[config.mk]
export PLATFORM = sky130hd
export DESIGN_NAME = ram_ctrl
export DESIGN_NICKNAME = d
export VERILOG_FILES = /design/src/rtl/ram_ctrl.sv
export SDC_FILE = /design/constraint.sdc
export NUM_CORES = 1
export LEC_CHECK = 0
export ABC_CLOCK_PERIOD_IN_PS = 1900
export CORE_AREA = 2 2 56 68
export DETAILED_ROUTE_END_ITERATION = 10
export DIE_AREA = 0 0 58 70
export GPL_TIMING_DRIVEN = 0
export PLACE_DENSITY = 0.69
export SETUP_SLACK_MARGIN = 0.02
export SYNTH_ARGS = -nofsm -noshare
export SYNTH_HDL_FRONTEND = slang
export SYNTH_SLANG_ARGS = --single-unit
[constraint.sdc]
create_clock -name clock -period 1.9 [get_ports clock]
set_input_delay 0.19 -clock clock [delete_from_list [all_inputs] [get_ports clock]]
set_output_delay 0.19 -clock clock [all_outputs]
set_load 0.02 [all_outputs]
[src/rtl/ram_ctrl.sv]
// ram_ctrl: initiator-side controller for the 8x8 single-port RAM block.
// It accepts read/write requests on a valid/ready handshake and drives the RAM
// address, data and write pins from registers. Read data comes back as a
// one-cycle response pulse. On command, it writes CLEAR_VALUE to every location.

module ram_ctrl #(
  parameter int unsigned DATA_W       = 8,
  parameter int unsigned ADDR_W       = 3,
  parameter int unsigned READ_LATENCY = 1,
  parameter int unsigned CLEAR_VALUE  = 0
) (
  input  logic              clock,
  input  logic              reset,
  input  logic              req_valid,
  output logic              req_ready,
  input  logic              req_write,
  input  logic [ADDR_W-1:0] req_adr,
  input  logic [DATA_W-1:0] req_wdata,
  output logic              rsp_valid,
  output logic [DATA_W-1:0] rsp_data,
  input  logic              clr_start,
  output logic              clr_done,
  output logic              busy,
  output logic [ADDR_W-1:0] ram_adr,
  output logic [DATA_W-1:0] ram_data_in,
  output logic              ram_write_signal,
  input  logic [DATA_W-1:0] ram_data_out
);

  typedef enum logic [2:0] {
    S_IDLE,
    S_WRITE,
    S_READ,
    S_RESP,
    S_CLEAR
  } state_t;

  // The read counter runs from 0 to READ_LATENCY. Its range is 0..3, so 2 bits are enough.
  localparam logic [1:0]        RD_LAST  = 2'(READ_LATENCY);
  localparam logic [ADDR_W-1:0] LAST_ADR = '1;
  localparam logic [DATA_W-1:0] CLR_WORD = DATA_W'(CLEAR_VALUE);

  state_t            r_state;
  state_t            w_state_nxt;
  logic [ADDR_W-1:0] r_ram_adr;
  logic [ADDR_W-1:0] w_ram_adr_nxt;
  logic [DATA_W-1:0] r_ram_din;
  logic [DATA_W-1:0] w_ram_din_nxt;
  logic              r_ram_we;
  logic              w_ram_we_nxt;
  logic              r_rsp_valid;
  logic              w_rsp_valid_nxt;
  logic [DATA_W-1:0] r_rsp_data;
  logic [DATA_W-1:0] w_rsp_data_nxt;
  logic              r_clr_done;
  logic              w_clr_done_nxt;
  logic              r_busy;
  logic              w_busy_nxt;
  logic [1:0]        r_rd_cnt;
  logic [1:0]        w_rd_cnt_nxt;
  logic              w_req_ready;

  // A clear command on the same cycle takes priority, so ready drops immediately.
  assign w_req_ready = (r_state == S_IDLE) && !clr_start && reset;

  // State and registered outputs. Reset aborts any operation on the next edge.
  always_ff @(posedge clock) begin
    if (!reset) begin
      r_state     <= S_IDLE;
      r_ram_adr   <= '0;
      r_ram_din   <= '0;
      r_ram_we    <= 1'b0;
      r_rsp_valid <= 1'b0;
      r_rsp_data  <= '0;
      r_clr_done  <= 1'b0;
      r_busy      <= 1'b0;
      r_rd_cnt    <= '0;
    end else begin
      r_state     <= w_state_nxt;
      r_ram_adr   <= w_ram_adr_nxt;
      r_ram_din   <= w_ram_din_nxt;
      r_ram_we    <= w_ram_we_nxt;
      r_rsp_valid <= w_rsp_valid_nxt;
      r_rsp_data  <= w_rsp_data_nxt;
      r_clr_done  <= w_clr_done_nxt;
      r_busy      <= w_busy_nxt;
      r_rd_cnt    <= w_rd_cnt_nxt;
    end
  end

  // Next state and next values for the registered outputs.
  // The write strobe is computed one cycle early so that its register is high
  // exactly during the WRITE and CLEAR cycles.
  always_comb begin
    w_state_nxt     = r_state;
    w_ram_adr_nxt   = r_ram_adr;
    w_ram_din_nxt   = r_ram_din;
    w_ram_we_nxt    = 1'b0;
    w_rsp_valid_nxt = 1'b0;
    w_rsp_data_nxt  = r_rsp_data;
    w_clr_done_nxt  = 1'b0;
    w_rd_cnt_nxt    = r_rd_cnt;

    unique case (r_state)
      S_IDLE: begin
        if (clr_start) begin
          w_state_nxt   = S_CLEAR;
          w_ram_adr_nxt = '0;
          w_ram_din_nxt = CLR_WORD;
          w_ram_we_nxt  = 1'b1;
        end else if (req_valid && w_req_ready) begin
          w_ram_adr_nxt = req_adr;
          w_rd_cnt_nxt  = '0;
          if (req_write) begin
            w_state_nxt   = S_WRITE;
            w_ram_din_nxt = req_wdata;
            w_ram_we_nxt  = 1'b1;
          end else begin
            w_state_nxt = S_READ;
          end
        end
      end

      S_WRITE: begin
        w_state_nxt = S_IDLE;
      end

      S_READ: begin
        if (r_rd_cnt == RD_LAST) begin
          w_rsp_data_nxt  = ram_data_out;
          w_rsp_valid_nxt = 1'b1;
          w_state_nxt     = S_RESP;
        end else begin
          w_rd_cnt_nxt = r_rd_cnt + 2'd1;
        end
      end

      S_RESP: begin
        w_state_nxt = S_IDLE;
      end

      S_CLEAR: begin
        if (r_ram_adr == LAST_ADR) begin
          w_state_nxt    = S_IDLE;
          w_clr_done_nxt = 1'b1;
        end else begin
          w_ram_adr_nxt = r_ram_adr + 1'b1;
          w_ram_we_nxt  = 1'b1;
        end
      end

      default: begin
        w_state_nxt = S_IDLE;
      end
    endcase

    w_busy_nxt = (w_state_nxt != S_IDLE);
  end

  assign req_ready        = w_req_ready;
  assign rsp_valid        = r_rsp_valid;
  assign rsp_data         = r_rsp_data;
  assign clr_done         = r_clr_done;
  assign busy             = r_busy;
  assign ram_adr          = r_ram_adr;
  assign ram_data_in      = r_ram_din;
  assign ram_write_signal = r_ram_we;

endmodule

==> flow_summary.json, run 1 <==
{
  "status": "complete, no violations",
  "path_max_fanout": 10,
  "post_drt_wl_per_cell_um": 13.0,
  "cp_data_required_time_ps": 1710,
  "cts_tree": "yes",
  "synth_edf_count": 0,
  "rsz0062_at_grt": "no",
  "syn_to_final_growth_pct": 50.9,
  "endpoint_kind": "output pin",
  "synth_cells": 120,
  "finalSetupViolations": 0,
  "placed_area_um2": 1670,
  "antenna_found_initial": 0,
  "diodes": 0,
  "h-tree-depth": 1,
  "ys.flop_type": "dfxtp_1",
  "comb_power_share_pct": 17.6,
  "drive_gt1_share_pct": 8.19,
  "num_rows": 24,
  "crit_buf_inv": 3,
  "fmax_ghz": 0.571,
  "clock_path_buffers": 2,
  "grt_start_max_net_pins": 16,
  "path_delay_family": "buffers and inverters",
  "cts.sinks": 28,
  "multi_input_area_um2": 541,
  "cp_slowest_stage_delay_ps": 500,
  "fillers": 316,
  "final.period_utilization_pct": 92.2,
  "clock_latency_ps": 270,
  "yosysSeqAreaShare_pct": 48.8,
  "route.top_layer_used": "met4",
  "finalClockSkew_ps": 2.95,
  "wl_met3_um": 209,
  "die_h_um": 70,
  "synth_cell_types": 38,
  "async_reset_ff_share_pct": 0,
  "critPathLaunchType": "primary input",
  "wl_um": 2730,
  "yosysTopAreaCellShare_pct": 48.8,
  "postRouteAntennaNets": 0,
  "post-dp-hpwl_um": 2170,
  "regArea_um2": 561,
  "drv_slew": 0,
  "max_slew_margin_pct": 70.2,
  "num_vias": 1084,
  "holdPathStages": 3,
  "grt.total_usage_pct": 14.2,
  "avgSynthCellArea_um2": 9.57,
  "gp_congestion": 0.746,
  "ys_top_cells_by_count": "28 x dfxtp_1, 19 x nand2_1, 13 x a21oi_1",
  "clkPwrFrac_pct": 30.1,
  "internal-power_uw": 907,
  "clk_pin_slew_ps": 90,
  "switching_share_pct": 24.0,
  "synth_top_cell_by_area": "dfxtp_1",
  "post-route-util_pct": 49.7,
  "cts_buffers": 3,
  "tightest_slew_ps": 444,
  "first_iter_violations": 11,
  "grt_pass1_vias": 1100,
  "synth_area_leaders": "dfxtp_1 49%, nand2_1 6.2%, a22o_1 6.1%",
  "crit_cells": 4,
  "final.min_clock_period_ps": 1750,
  "wl_met1_um": 1110,
  "ys_seq_elements": 28,
  "firstDrtPassIters": 4,
  "power_density_nw_per_um2": 689,
  "p_switching_uw": 287,
  "drc": 0,
  "leakagePower_nw": 0.659,
  "synth_warnings": 0,
  "critPathKind": "in2out",
  "avgViaCountPerCell": 5.16,
  "syn_nets": 147,
  "worstPathCellList": "clkdlybuf4s50_1 -> clkbuf_1 -> and2_1 -> dlygate4sd2_1",
  "cp.arrival_ps": 1560,
  "start_util_pct": 33.0,
  "synth.most_common_cell": "dfxtp_1",
  "grt_pass1_wl_um": 4670,
  "postCtsSetupBuffers": 0,
  "postLayoutCellArea_um2": 1730,
  "ctsRootBufferMaster": "clkbuf_8",
  "reg2regPathDepth": 5,
  "synth_area_um2": 1150,
  "overflow": 0,
  "die_area_um2": 4060,
  "power.share.sequential_pct": 52.3,
  "hold_class": "in2reg",
  "wl_met2_um": 1390,
  "fin_nets": 199,
  "peakVddDrop_mv": 0.414,
  "core_area_um2": 3480,
  "crit_slowest_cell": "clkdlybuf4s50_1",
  "final-hold-violation-count": 0,
  "io_pins": 48,
  "io_buffer_count": 47,
  "die_x_um": 58,
  "drv_cap": 0,
  "ctsHoldBuffers": 0
}
==> through the flow <==
step           hold slack, ps  power (mW)  setup slack, ps  std cells  TNS, ps
2_1_floorplan             288       0.739              315        120        0
3_3_place_gp              443       0.841             -216        206     -216
3_5_place_dp              449       0.846             -213        206     -213
4_1_cts                   462        1.21             87.4        210        0
5_1_grt                   478        1.25             43.3        210        0
6_report                  426        1.19              148        210        0
==> power groups by stage <==
| stage | Combinational [mW] | Sequential [mW] | Clock, mW |
|---|---|---|---|
| global placement | 0.205 | 0.636 | 0 |
| CTS | 0.211 | 0.625 | 0.374 |
| detailed placement | 0.209 | 0.637 | 0 |
| finish | 0.210 | 0.625 | 0.360 |
| global route | 0.229 | 0.628 | 0.395 |
| floorplan | 0.0842 | 0.655 | 0 |
==> layout make-up <==
class,instances,area share (%)
inverters,2,0.433
flip-flops and latches,28,32.3
well taps,39,2.82
plain buffers,8,2.82
repair buffers,47,27.2
clock buffers,4,3.18
multi-input cells,82,31.2
==> layer usage <==
metal | GRT usage, % | vias up
li1 | - | 537
met1 | 16.3 | 496
met2 | 25.5 | 47
met3 | 2.96 | 4
met4 | 4.91 | 0
met5 | 0 | -
==> registers in the layout (all words and copies together), names as in the netlist <==
register	cells
ram_data_in	8
r_state	3
r_rd_cnt	2
busy	1
ram_write_signal	1
ram_adr	3
clr_done	1
rsp_valid	1
rsp_data	8
==> worst paths after layout <==
kind	slack, ps	start	endpoint
worst max-delay path	150	reset	req_ready
worst min-delay path	430	clr_start	r_state[2]
worst max register to register	180	ram_adr[0]	ram_adr[0]
worst min register to register	460	rsp_data[1]	rsp_data[1]
==> kinds of logic (layout without fill, tap and decap cells) <==
kind of cell               Yosys count  after routing  share of synthesized area, %
buffers and inverters               10             61                          4.90
DFF                                 28             28                          48.8
adders and majority gates            3              3                          3.27
and+or+nand+nor                     44             44                          21.2
AOI/OAI and AO/OA                   35             35                          21.8
==> placed cells by master, fill, tap and decap left out, types with 2 or more instances in the layout <==
cell type        instances
clkdlybuf4s50_1         45
dfxtp_1                 28
nand2_1                 19
a21oi_1                 13
a22o_1                   8
nor2_1                   5
clkbuf_8                 4
clkbuf_1                 3
buf_2                    3
nand3_1                  3
ha_1                     3
buf_6                    2
and2_1                   2
nor3_1                   2
o21ai_1                  2
o21ai_0                  2
nand3b_1                 2
==> repair_timing <==
action	in CTS	in global routing
endpoints found under the setup margin	1	1
endpoints found under the hold margin	0	0
resized for setup	2	1
cloned	0	0
==> worst min-delay path: cells and delay by family <==
kind	cells	cell delay, ps
AND/OR/NAND/NOR	1	60
AO/OA/AOI/OAI	1	200
buffers and inverters	1	210
(Power assumes the default switching activity.)
==> run 2, diff against run 1 <==
--- a/config.mk
+++ b/config.mk
@@ -5,12 +5,15 @@
 export SDC_FILE = /design/constraint.sdc
 export NUM_CORES = 1
 export LEC_CHECK = 0
+export ABC_AREA = 1
 export ABC_CLOCK_PERIOD_IN_PS = 1900
-export CORE_AREA = 2 2 56 68
+export CORE_AREA = 2 2 57 69
 export DETAILED_ROUTE_END_ITERATION = 10
-export DIE_AREA = 0 0 58 70
+export DIE_AREA = 0 0 59 71
+export DONT_BUFFER_PORTS = 1
 export GPL_TIMING_DRIVEN = 0
-export PLACE_DENSITY = 0.69
+export MAX_ROUTING_LAYER = met4
+export PLACE_DENSITY = 0.5
 export SETUP_SLACK_MARGIN = 0.02
 export SYNTH_ARGS = -nofsm -noshare
 export SYNTH_HDL_FRONTEND = slang
==> flow_summary.json, run 2 <==
{
  "cts.sinks": 28,
  "synth_area_um2": 1180,
  "max_slew_margin_pct": 67.8,
  "overflow": 0,
  "io_buffer_count": 0,
  "drv_cap": 0,
  "die_h_um": 71,
  "ys_seq_elements": 28,
  "fin_nets": 186,
  "fmax_ghz": 0.652,
  "drive_gt1_share_pct": 9.49,
  "drc": 0,
  "avgViaCountPerCell": 5.18,
  "leakagePower_nw": 0.518,
  "grt_pass1_vias": 971,
  "postRouteAntennaNets": 0,
  "synth_warnings": 0,
  "num_vias": 1020,
  "power_mw": 1.15,
  "finalSetupViolations": 0,
  "synthAdderAreaFrac_pct": 3.17,
  "ctsRootBufferMaster": "clkbuf_8",
  "start_util_pct": 33.4,
  "post-dp-hpwl_um": 2020,
  "setup_tns_ps": 0,
  "rsz0062_at_grt": "no",
  "cp_slowest_stage_delay_ps": 400,
  "async_reset_ff_share_pct": 0,
  "postCtsSetupBuffers": 0,
  "synth_cell_types": 22,
  "ys_top_cells_by_count": "34 x nand2_1, 28 x dfxtp_1, 22 x a21oi_1",
  "mostFrequentLayoutCell": "nand2_1",
  "syn_to_final_growth_pct": 8.78,
  "final.min_clock_period_ps": 1530,
  "hold_class": "in2reg",
  "clock_path_buffers": 2,
  "path_max_fanout": 5,
  "yosys.area_share.xor_xnor_pct": 0,
  "antenna_found_initial": 0,
  "synth.most_common_cell": "nand2_1",
  "grt_pass1_wl_um": 4360,
  "endpoint_kind": "register",
  "io_pins": 48,
  "synth-simple-area-share_pct": 31.1,
  "core_area_um2": 3540,
  "status": "complete, no violations",
  "synth_top_family_by_area": "simple AND/OR/NAND/NOR gates",
  "ys.flop_type": "dfxtp_1",
  "fillers": 383,
  "syn_nets": 181,
  "grt_start_max_net_pins": 16,
  "cts_tree": "yes",
  "tightest_slew_ps": 484,
  "firstDrtPassIters": 4,
  "final-hold-violation-count": 0,
  "first_iter_violations": 60,
  "layout_common_cells": "34 x nand2_1, 28 x dfxtp_1, 22 x a21oi_1, 21 x nand3_1, 13 x nor2_1",
  "finalClockSkew_ps": 6.95,
  "drv_slew": 0,
  "ctsHoldBuffers": 0,
  "grt.total_usage_pct": 13.8,
  "synth_cells": 154,
  "die_area_um2": 4190,
  "cp_data_required_time_ps": 2070,
  "die_x_um": 59,
  "gp_congestion": 0.734,
  "critPathLaunchType": "register",
  "cts_resized": 0,
  "yosysSeqAreaShare_pct": 47.4,
  "synth_mux_area_share_pct": 0,
  "power_density_nw_per_um2": 895,
  "avgSynthCellArea_um2": 7.68,
  "final.period_utilization_pct": 80.7,
  "cp.arrival_ps": 1700,
  "worstPathCellList": "ha_1 -> ha_1 -> inv_1 -> nand3_1 -> nand2_1 -> nand2_1 -> o21ai_0 -> nor2_1",
  "synth_top_cell_by_area": "dfxtp_1",
  "timing.hold.ws_ps": 20.9,
  "critPathKind": "reg2reg",
  "clk_pin_slew_ps": 90,
  "synth_edf_count": 0,
  "diodes": 0,
  "synth-compound-area-share_pct": 12.5,
  "h-tree-depth": 1,
  "wl_um": 2600,
  "num_rows": 24,
  "cts_buffers": 3,
  "crit_slowest_cell": "dfxtp_1",
  "synth_area_leaders": "dfxtp_1 47%, nand2_1 11%, a21oi_1 9.3%",
  "clock_latency_ps": 280,
  "yosysTopAreaCellShare_pct": 47.4,
  "peakVddDrop_mv": 0.448,
  "post_drt_wl_per_cell_um": 13.2
}
run 2: kinds of logic after synthesis:
logic type	after synthesis
AND/OR/NAND/NOR	77
AO/OA/AOI/OAI	28
flip-flops	28
buffers and inverters	18
adder cells (fa/ha/maj)	3
run 2: where the power goes:
group,switching [mW],internal [mW],total (mW)
Clock,0.180,0.186,0.366
Sequential,0.0395,0.611,0.651
Combinational,0.0906,0.0439,0.135
run 2: per-layer routing:
metal | routed length [µm] | share of wire (%) | global-route usage (%) | up-vias
li1 | - | - | - | 518
met1 | 1080 | 42 | 16.6 | 463
met5 | 0 | 0 | - | -
met4 | 56 | 2.2 | 6.06 | 0
met2 | 1240 | 48 | 21.6 | 34
met3 | 215 | 8.3 | 3.47 | 5
run 2: stage by stage:
step	cells	setup slack [ps]	utilization, %	area [µm²]
after CTS	197	346	36.3	1290
after global placement	193	416	34.7	1230
final	197	367	36.3	1290
after global routing	197	192	36.3	1290
after floorplan	154	545	-	1180
after detailed placement	193	369	34.7	1230
run 2: critical path: cells and delay by family (launching register included):
family          cells  cell delay, ps
compound gates      1             190
fa+ha+maj           2             420
simple gates        4             330
buf+inv             1              80
flops               1             400
run 2: cell type report:
| type | instances | area [µm²] | area share [%] |
|---|---|---|---|
| flip-flops and latches | 28 | 561 | 43.6 |
| clock buffers | 4 | 55.1 | 4.28 |
| well taps | 39 | 48.8 | 3.79 |
| multi-input cells | 108 | 553 | 43.0 |
| inverters | 14 | 52.6 | 4.09 |
| plain buffers | 4 | 16.3 | 1.26 |
run 2: worst paths after layout:
kind / startpoint / endpoint / slack (ps) / cells after the start
setup reg to reg: ram_adr[0] / ram_adr[1] / 370 / 8
hold / removal: reset / ram_adr[2] / 20 / 2
setup / recovery: ram_adr[0] / ram_adr[1] / 370 / 8
hold reg to reg: r_rd_cnt[1] / r_rd_cnt[1] / 500 / 2
==> run 3, diff against run 2 <==
--- a/config.mk
+++ b/config.mk
@@ -6,14 +6,14 @@
 export NUM_CORES = 1
 export LEC_CHECK = 0
 export ABC_AREA = 1
-export ABC_CLOCK_PERIOD_IN_PS = 1900
+export ABC_CLOCK_PERIOD_IN_PS = 1350
 export CORE_AREA = 2 2 57 69
 export DETAILED_ROUTE_END_ITERATION = 10
 export DIE_AREA = 0 0 59 71
 export DONT_BUFFER_PORTS = 1
 export GPL_TIMING_DRIVEN = 0
 export MAX_ROUTING_LAYER = met4
-export PLACE_DENSITY = 0.5
+export PLACE_DENSITY = 0.52
 export SETUP_SLACK_MARGIN = 0.02
 export SYNTH_ARGS = -nofsm -noshare
 export SYNTH_HDL_FRONTEND = slang
==> constraint.sdc (replaced) <==
create_clock -name clock -period 1.35 [get_ports clock]
set_input_delay 0.135 -clock clock [delete_from_list [all_inputs] [get_ports clock]]
set_output_delay 0.135 -clock clock [all_outputs]
set_load 0.02 [all_outputs]
==> flow_summary.json, run 3 (synthesis results as in run 2) <==
{
  "status": "complete, no violations",
  "reg2regPathDepth": 6,
  "r2r_start": "r_state[0]",
  "fin_nets": 198,
  "peakVddDrop_mv": 0.492,
  "firstDrtPassIters": 3,
  "num_rows": 24,
  "fillers": 369,
  "path_max_fanout": 5,
  "fmax_ghz": 0.751,
  "final-hold-violation-count": 0,
  "numPlacedInstances": 193,
  "clock_path_buffers": 2,
  "leakagePower_nw": 0.582,
  "postRouteAntennaNets": 0,
  "die_area_um2": 4190,
  "critPathKind": "reg2reg",
  "drv_cap": 0,
  "timing.hold.ws_ps": 18.2,
  "mostFrequentLayoutCell": "nand2_1",
  "first_iter_violations": 19,
  "postLayoutCellArea_um2": 1540,
  "rsz0062_at_grt": "yes",
  "io_buffer_count": 0,
  "syn_to_final_growth_pct": 29.9,
  "r2r_end": "ram_data_in[4]",
  "post-route-util_pct": 43.4,
  "finalClockSkew_ps": 5.07,
  "endpoint_kind": "register",
  "max_slew_margin_pct": 63.1,
  "cp.arrival_ps": 1480,
  "cts.sinks": 28,
  "avgViaCountPerCell": 5.11,
  "post-dp-hpwl_um": 2070,
  "grt_pass1_vias": 1122,
  "ff2ff_setup_slack_ps": 20,
  "worst_hold_startpoint": "req_wdata[6]",
  "crit_start": "r_state[0]",
  "final.min_clock_period_ps": 1330,
  "gp_congestion": 0.777,
  "die_h_um": 71,
  "start_util_pct": 33.4,
  "final.period_utilization_pct": 98.7,
  "wl_um": 2810,
  "overflow": 0,
  "grt_pass1_wl_um": 4890,
  "setup_tns_ps": 0,
  "antenna_found_initial": 0,
  "cts_tree": "yes",
  "drv_slew": 0,
  "worst_slack_ps": 17.6,
  "post_drt_wl_per_cell_um": 13.4,
  "io_pins": 48,
  "critPathLaunchType": "register",
  "tightest_slew_ps": 553,
  "die_x_um": 59,
  "num_vias": 1068,
  "power_mw": 1.84,
  "clock_latency_ps": 270,
  "hold_class": "in2reg",
  "layout_common_cells": "28 x nand2_1, 24 x dfxtp_1, 21 x a21oi_1, 15 x nand3_1, 12 x nor2_1",
  "cp-endpoint": "ram_data_in[4]",
  "h-tree-depth": 1,
  "diodes": 0,
  "drc": 0,
  "placed_area_um2": 1230,
  "cp_data_required_time_ps": 1500,
  "fin_cells": 209,
  "dp_slack_ps": -106,
  "finalSetupViolations": 0,
  "core_area_um2": 3540,
  "drive_gt1_share_pct": 24.1,
  "ctsRootBufferMaster": "clkbuf_8",
  "clk_pin_slew_ps": 90,
  "cts_buffers": 3,
  "power_density_nw_per_um2": 1200,
  "grt.total_usage_pct": 15.3,
  "grt_start_max_net_pins": 17
}
## run 3: report_power, final
part / switching, mW / internal (mW) / leakage [nW]
sequential: 0.0637 / 0.864 / 0.230
clock: 0.256 / 0.397 / 0.0357
combinational: 0.159 / 0.102 / 0.316
total: 0.478 / 1.36 / 0.582
## run 3: worst min-delay path by stage
| stage | slack [ps] | to | cells past startpoint |
|---|---|---|---|
| 5_1_grt | 20 | ram_data_in[6] | 2 |
| 6_report | 20 | ram_data_in[6] | 2 |
| 2_1_floorplan | 240 | busy | 2 |
| 4_1_cts | 10 | ram_data_in[1] | 2 |
| 3_5_place_dp | 260 | busy | 2 |
| 3_3_place_gp | 260 | busy | 2 |
## run 3: timing repair
item	4_1_cts	5_1_grt
gates cloned	1	0
hold buffers	9	0
pin swaps	10	7
endpoints found under the hold margin	15	0
setup buffers	2	0
endpoints found under the setup margin	15	26
resized for setup	20	13
## run 3: cell type report
cell class | instances | area [µm²] | area share (%)
Buffer | 4 | 18.8 | 1.22
Clock buffer | 3 | 41.3 | 2.69
Clock inverter | 1 | 30.0 | 1.95
Inverter | 14 | 52.6 | 3.42
Multi-Input combinational cell | 109 | 669 | 43.6
Sequential cell | 28 | 571 | 37.1
Tap cell | 39 | 48.8 | 3.18
Timing Repair Buffer | 11 | 105 | 6.84
## run 3: critical path: stages (launching register included)
cell and delay [ps]:
dfxtp_2 340, nor2_4 140, nand3_4 120, nor2_4 270, nand3_4 180, nand3_2 110
a21oi_2 50
## run 3: metal layers
metal	wire [µm]	global-route usage (%)
met1	1020	14.8
met2	1560	28.1
met3	176	3.84
met4	44	5.81
met5	0	-
